[src/rtl/z88_bus_arbiter.sv]
// -----------------------------------------------------------------------------
// z88_bus_arbiter
//
// Time-slotted memory arbiter for the Z88 core. A free-running 2-bit divider
// splits the 50 MHz master clock into 4-cycle slots (c0..c3). The slots
// alternate strictly between the LCD fetcher (bus_ph=0) and the Z80
// (bus_ph=1). In c0 the current slot owner's request is sampled. If it is
// present, one memory request is issued and held until mem_ack, or until the
// end of c3, where the access times out.
//
// Ports
//   clk_i        in   1   master clock (50 MHz)
//   rst_i        in   1   synchronous reset, active-low
//   clk_ena_o    out  1   12.5 MHz enable, high in c3 of every slot
//   bus_ph_o     out  1   slot owner: 0 LCD, 1 Z80
//   lcd_rden_i   in   1   LCD fetch request (sampled in c0 of an LCD slot)
//   lcd_addr_i   in  22   LCD fetch address
//   lcd_vld_o    out  1   LCD read data valid, one-cycle pulse
//   lcd_rdata_o  out  8   LCD read data
//   z80_rd_i     in   1   Z80 read request, held until z80_done_o
//   z80_wr_i     in   1   Z80 write request, held until z80_done_o
//   z80_addr_i   in  22   Z80 physical address
//   z80_wdata_i  in   8   Z80 write data
//   z80_rdata_o  out  8   Z80 read data (8'hFF after a timed-out access)
//   z80_done_o   out  1   Z80 access complete, one-cycle pulse
//   z80_wait_o   out  1   Z80 access pending
//   mem_req_o    out  1   memory request, high while the FSM is in REQ
//   mem_we_o     out  1   memory write qualifier
//   mem_addr_o   out 22   memory address
//   mem_wdata_o  out  8   memory write data
//   mem_ack_i    in   1   memory acknowledge, one-cycle pulse
//   mem_rdata_i  in   8   memory read data, valid with mem_ack_i
//   mem_tmo_o    out  1   sticky timeout flag
//   tmo_cnt_o    out  8   saturating timeout counter
// -----------------------------------------------------------------------------
module z88_bus_arbiter (
  input  logic        clk_i,
  input  logic        rst_i,
  output logic        clk_ena_o,
  output logic        bus_ph_o,
  input  logic        lcd_rden_i,
  input  logic [21:0] lcd_addr_i,
  output logic        lcd_vld_o,
  output logic [7:0]  lcd_rdata_o,
  input  logic        z80_rd_i,
  input  logic        z80_wr_i,
  input  logic [21:0] z80_addr_i,
  input  logic [7:0]  z80_wdata_i,
  output logic [7:0]  z80_rdata_o,
  output logic        z80_done_o,
  output logic        z80_wait_o,
  output logic        mem_req_o,
  output logic        mem_we_o,
  output logic [21:0] mem_addr_o,
  output logic [7:0]  mem_wdata_o,
  input  logic        mem_ack_i,
  input  logic [7:0]  mem_rdata_i,
  output logic        mem_tmo_o,
  output logic [7:0]  tmo_cnt_o
);

  typedef enum logic [1:0] {
    IDLE = 2'd0,
    REQ  = 2'd1,
    DONE = 2'd2
  } state_t;

  // Slot timing
  logic [1:0]  ctr_q, ctr_d;
  logic        bus_ph_q, bus_ph_d;

  // Access FSM and the owner of the access in flight
  state_t      state_q, state_d;
  logic        owner_q, owner_d;

  // Memory-side registers
  logic        mem_we_q, mem_we_d;
  logic [21:0] mem_addr_q, mem_addr_d;
  logic [7:0]  mem_wdata_q, mem_wdata_d;

  // Requester-side registers
  logic        lcd_vld_q, lcd_vld_d;
  logic [7:0]  lcd_rdata_q, lcd_rdata_d;
  logic [7:0]  z80_rdata_q, z80_rdata_d;
  logic        z80_done_q, z80_done_d;
  logic        z80_blk_q, z80_blk_d;

  // Timeout bookkeeping
  logic        mem_tmo_q, mem_tmo_d;
  logic [7:0]  tmo_cnt_q, tmo_cnt_d;

  logic        slot_c0;
  logic        slot_c3;
  logic        z80_any;
  logic        owner_req;
  logic        start;

  assign slot_c0 = (ctr_q == 2'd0);
  assign slot_c3 = (ctr_q == 2'd3);
  assign z80_any = z80_rd_i | z80_wr_i;

  // Only the slot owner is looked at. A Z80 request that has already been
  // served stays blocked until the requester drops it, so a held request is
  // never issued twice.
  assign owner_req = bus_ph_q ? (z80_any & ~z80_blk_q) : lcd_rden_i;

  // The FSM can never be in REQ during c0, because every access ends by the
  // c3 edge. DONE may be left in c0 (ack in c3), and it samples like IDLE so
  // the following slot is not lost.
  assign start = slot_c0 & owner_req & (state_q != REQ);

  always_comb begin
    ctr_d       = ctr_q + 2'd1;
    bus_ph_d    = bus_ph_q ^ slot_c3;
    state_d     = state_q;
    owner_d     = owner_q;
    mem_we_d    = mem_we_q;
    mem_addr_d  = mem_addr_q;
    mem_wdata_d = mem_wdata_q;
    lcd_vld_d   = 1'b0;
    lcd_rdata_d = lcd_rdata_q;
    z80_rdata_d = z80_rdata_q;
    z80_done_d  = 1'b0;
    mem_tmo_d   = mem_tmo_q;
    tmo_cnt_d   = tmo_cnt_q;

    // Block is armed when a done pulse meets a still-held request. It is
    // released by any cycle with no Z80 request.
    if (!z80_any) begin
      z80_blk_d = 1'b0;
    end else if (z80_done_q) begin
      z80_blk_d = 1'b1;
    end else begin
      z80_blk_d = z80_blk_q;
    end

    case (state_q)
      IDLE, DONE: begin
        state_d = IDLE;
        if (start) begin
          state_d = REQ;
          owner_d = bus_ph_q;
          if (bus_ph_q) begin
            // A simultaneous read and write is treated as a write.
            mem_we_d    = z80_wr_i;
            mem_addr_d  = z80_addr_i;
            mem_wdata_d = z80_wdata_i;
          end else begin
            mem_we_d    = 1'b0;
            mem_addr_d  = lcd_addr_i;
            mem_wdata_d = 8'h00;
          end
        end
      end

      REQ: begin
        if (mem_ack_i) begin
          state_d = DONE;
          if (!owner_q) begin
            lcd_rdata_d = mem_rdata_i;
            lcd_vld_d   = 1'b1;
          end else begin
            if (!mem_we_q) begin
              z80_rdata_d = mem_rdata_i;
            end
            z80_done_d = 1'b1;
          end
        end else if (slot_c3) begin
          // Timeout: the LCD simply loses its fetch; the Z80 gets 8'hFF and
          // a completion so it is not left waiting forever.
          state_d   = IDLE;
          mem_tmo_d = 1'b1;
          if (tmo_cnt_q != 8'hFF) begin
            tmo_cnt_d = tmo_cnt_q + 8'd1;
          end
          if (owner_q) begin
            z80_rdata_d = 8'hFF;
            z80_done_d  = 1'b1;
          end
        end
      end

      default: begin
        state_d = IDLE;
      end
    endcase
  end

  always_ff @(posedge clk_i) begin
    if (!rst_i) begin
      ctr_q       <= 2'd0;
      bus_ph_q    <= 1'b0;
      state_q     <= IDLE;
      owner_q     <= 1'b0;
      mem_we_q    <= 1'b0;
      mem_addr_q  <= 22'd0;
      mem_wdata_q <= 8'h00;
      lcd_vld_q   <= 1'b0;
      lcd_rdata_q <= 8'h00;
      z80_rdata_q <= 8'h00;
      z80_done_q  <= 1'b0;
      z80_blk_q   <= 1'b0;
      mem_tmo_q   <= 1'b0;
      tmo_cnt_q   <= 8'h00;
    end else begin
      ctr_q       <= ctr_d;
      bus_ph_q    <= bus_ph_d;
      state_q     <= state_d;
      owner_q     <= owner_d;
      mem_we_q    <= mem_we_d;
      mem_addr_q  <= mem_addr_d;
      mem_wdata_q <= mem_wdata_d;
      lcd_vld_q   <= lcd_vld_d;
      lcd_rdata_q <= lcd_rdata_d;
      z80_rdata_q <= z80_rdata_d;
      z80_done_q  <= z80_done_d;
      z80_blk_q   <= z80_blk_d;
      mem_tmo_q   <= mem_tmo_d;
      tmo_cnt_q   <= tmo_cnt_d;
    end
  end

  assign clk_ena_o   = slot_c3;
  assign bus_ph_o    = bus_ph_q;
  assign lcd_vld_o   = lcd_vld_q;
  assign lcd_rdata_o = lcd_rdata_q;
  assign z80_rdata_o = z80_rdata_q;
  assign z80_done_o  = z80_done_q;
  assign z80_wait_o  = z80_any & ~z80_done_q;
  assign mem_req_o   = (state_q == REQ);
  assign mem_we_o    = mem_we_q;
  assign mem_addr_o  = mem_addr_q;
  assign mem_wdata_o = mem_wdata_q;
  assign mem_tmo_o   = mem_tmo_q;
  assign tmo_cnt_o   = tmo_cnt_q;

endmodule

[config.mk]
export PLATFORM = sky130hd
export DESIGN_NAME = z88_bus_arbiter
export DESIGN_NICKNAME = d
export VERILOG_FILES = /design/src/rtl/z88_bus_arbiter.sv
export SDC_FILE = /design/constraint.sdc
export NUM_CORES = 1
export LEC_CHECK = 0
export ABC_AREA = 1
export BUFFER_PORTS_ARGS = -buffer_cell sky130_fd_sc_hd__buf_2
export CAP_MARGIN = 20
export CORE_MARGIN = 2
export CORE_UTILIZATION = 51
export CTS_CLUSTER_SIZE = 14
export DETAILED_ROUTE_END_ITERATION = 8
export GPL_ROUTABILITY_DRIVEN = 0
export HOLD_SLACK_MARGIN = 0.12
export PLACE_DENSITY = 0.95
export SYNTH_ARGS = -nofsm -noshare
export SYNTH_HDL_FRONTEND = slang
export SYNTH_SLANG_ARGS = --single-unit
[constraint.sdc]
create_clock -name clk_i -period 3.5 [get_ports clk_i]
set_input_delay 0.175 -clock clk_i [delete_from_list [all_inputs] [get_ports clk_i]]
set_output_delay 0.175 -clock clk_i [all_outputs]
set_load 0.03 [all_outputs]
==> results.tsv <==
metric	value	unit
clk_skew	0.00467	ns
crit path capture type	flop	
die area	0.00632	mm²
Final Max Tran Viols	0	
WL/cell	12.4	µm
Top Family by Delay on Critical Path	simple AND/OR/NAND/NOR gates	
unrepaired setup endpoints after global routing	no	
post-synthesis cell count	418	
initial antenna violation count	0	
layout cell share with drive strength beyond 1	0.282	
Cell variety after synth	24	
CP required	3.69	ns
first-pass GRT wire length	12500	µm
initial core utilization	0.528	
worst setup path startpoint	z80_rd_i	
drt via density	5.04	
H-tree depth	3	
Mapped Area	0.00291	mm²
clk_lat worst skew	0.33	ns
Root Driver	clkbuf_8	
Boundary Pins	128	
IO buf count	127	
1st-pass router iterations	4	
Chip Width	79.5	µm
Final Cycle Share	0.654	
Critical Path AT	2.48	ns
final setup fails	0	
Worst setup SP type	input port	
CTS buffer count	9	
synthesis-stage register bit count	65	
Max Freq	437	MHz
Critical Path Fanout Max	33	
worst setup path end	mem_wdata_o[5]	
Worst R2R Start	z80_blk_q	
flop-to-flop setup slack	1.38	ns
Die Span Y	79.5	µm
cell depth of the worst flop-to-flop path	4	
Global Route Usage Sum	0.246	
vias in the first global route	2911	
Slew HR	0.390	
buffers and inverters on the worst path	2	
clk sinks	65	
clk buf depth	2	
floorplan core area	0.00551	mm²
total gr overflow	0	
WP depth	7	
Final nets	614	
Min-Delay Path Depth	3	
Pleak	1.89	nW
CTS tree	done	
maxcap violations	0	
Detail Route Antenna Nets	0	
Fin. Hold Viols	0	
Total Wirelength	7730	µm
min Tclk post-route	2.29	ns
worst vdd ir	265	µV
num rows	27	
Reg2Reg Capture Point	mem_wdata_o[5]	
PwrDens	446	mW/mm²
Seq/Total Area, Yosys	0.447	
most frequent cells in the layout	nand2_1, buf_2, dfxtp_1	
Clk pin slew, worst setup/hold paths	0.07	ns
setup TNS	0	ns
largest net degree at the start of global routing	41	
synthesized area per cell	6.96	µm²
via count	3134	
DR DRC count	0	
overall power	1.71	mW
yosys warns	0	
CP Cell Sequence	dlygate4sd3_1 > buf_2 > nor2_2 > o21ai_2 > nand2_2 > nand2_1 > a21oi_1	
most common cell after layout, fill and taps aside	nand2_1	
DR iter-0 viols	109	
synthesis-to-finish area growth	31.9	%
Crit Path Class	input port to flop	
Slew @ Worst Pin	0.915	ns
DPL Wire Length	5290	µm
Critical-path top delay cell	o21ai_2	
worst min-delay path category	input port to flop	
Syn Nets	487	
Slowest Stage Delay on Critical Path	0.70	ns
status	finished clean	
[cells in the mapped netlist, drive strengths merged]
master	count	area (µm²)
nand3	30	150
o21ai	10	53.8
buf	15	101
nand2	145	549
nand3b	1	7.51
xnor2	1	8.76
xor2	1	8.76
inv	19	71.3
nor2	66	278
o32ai	1	8.76
nand4	12	75.1
nor3	5	47.5
clkbuf	8	30.0
a21oi	36	180
ha	3	37.5
dfxtp	65	1300
[timing repair]
| action | in CTS | in global routing |
|---|---|---|
| gates resized for setup | 0 | 0 |
| endpoints found under the hold margin | 10 | 0 |
| hold buffers | 10 | 0 |
| setup buffers | 0 | 0 |
[metal layers]
layer | vias to the layer above | GRT usage | routed length [µm]
met5 | - | 0 | 0
met1 | 1405 | 0.282 | 3170
met3 | 31 | 0.0464 | 407
met4 | 0 | 0.148 | 300
li1 | 1589 | - | -
met2 | 109 | 0.422 | 3850
[kinds of logic (layout without fill, tap and decap cells)]
logic type	count (synthesis)	count (layout)	share of synthesized area
AND/OR/NAND/NOR	259	259	0.381
adder cells (fa/ha/maj)	3	3	0.0129
XOR/XNOR	2	2	0.00602
flip-flops	65	65	0.447
buffers and inverters	42	173	0.0697
other	0	1	0
AO/OA/AOI/OAI	47	47	0.0834
[per-stage QoR]
| step | util | hold WS, ns | instance area [µm²] | instances | setup slack [ns] |
|---|---|---|---|---|---|
| after floorplan | - | 0.294 | 2910 | 418 | 1.94 |
| after global placement | 0.638 | 0.418 | 3510 | 595 | 1.45 |
| after detailed placement | 0.638 | 0.425 | 3510 | 595 | 1.36 |
| after CTS | 0.691 | 0.123 | 3810 | 620 | 1.21 |
| after global routing | 0.696 | 0.134 | 3830 | 621 | 0.999 |
| final | 0.697 | 0.135 | 3840 | 622 | 1.21 |
[worst min path at each step]
stage,to,slack [ns],startpoint
floorplan,state_q[0],0.29,mem_ack_i
global placement,lcd_rdata_o[1],0.42,mem_rdata_i[1]
detailed placement,lcd_rdata_o[5],0.43,mem_rdata_i[5]
CTS,mem_wdata_o[2],0.12,z80_wdata_i[2]
global route,mem_wdata_o[5],0.13,z80_wdata_i[5]
finish,mem_wdata_o[2],0.13,z80_wdata_i[2]
[registers in the layout, indices dropped and copies added, names as in the netlist]
| signal | cells |
|---|---|
| bus_ph_o | 1 |
| ctr_q | 2 |
| lcd_rdata_o | 8 |
| lcd_vld_o | 1 |
| mem_addr_o | 22 |
| mem_tmo_o | 1 |
| mem_wdata_o | 8 |
| mem_we_o | 1 |
| owner_q | 1 |
| state_q | 2 |
| tmo_cnt_o | 8 |
| z80_blk_q | 1 |
| z80_done_o | 1 |
| z80_rdata_o | 8 |
[layout make-up]
class                   instances  area [µm²]
repair buffers                139         771
multi-input cells             311        1410
well taps                      72        90.1
clock inverters                 2        37.5
clock buffers                  13         159
diodes                          1        2.50
flip-flops and latches         65        1300
fillers                       457        1670
inverters                      19        71.3
[power by group]
part | switching (mW) | internal [mW] | total, mW
Sequential | 0.0176 | 0.772 | 0.790
Clock | 0.262 | 0.365 | 0.627
Combinational | 0.195 | 0.100 | 0.295
[worst reg2reg max path, stage by stage (launching register included)]
cell and delay (ns):
dfxtp_1 0.34, o21ai_2 0.73, nand2_2 0.62, nand2_1 0.21
a21oi_1 0.08
Power figures use the tool's default switching activity.
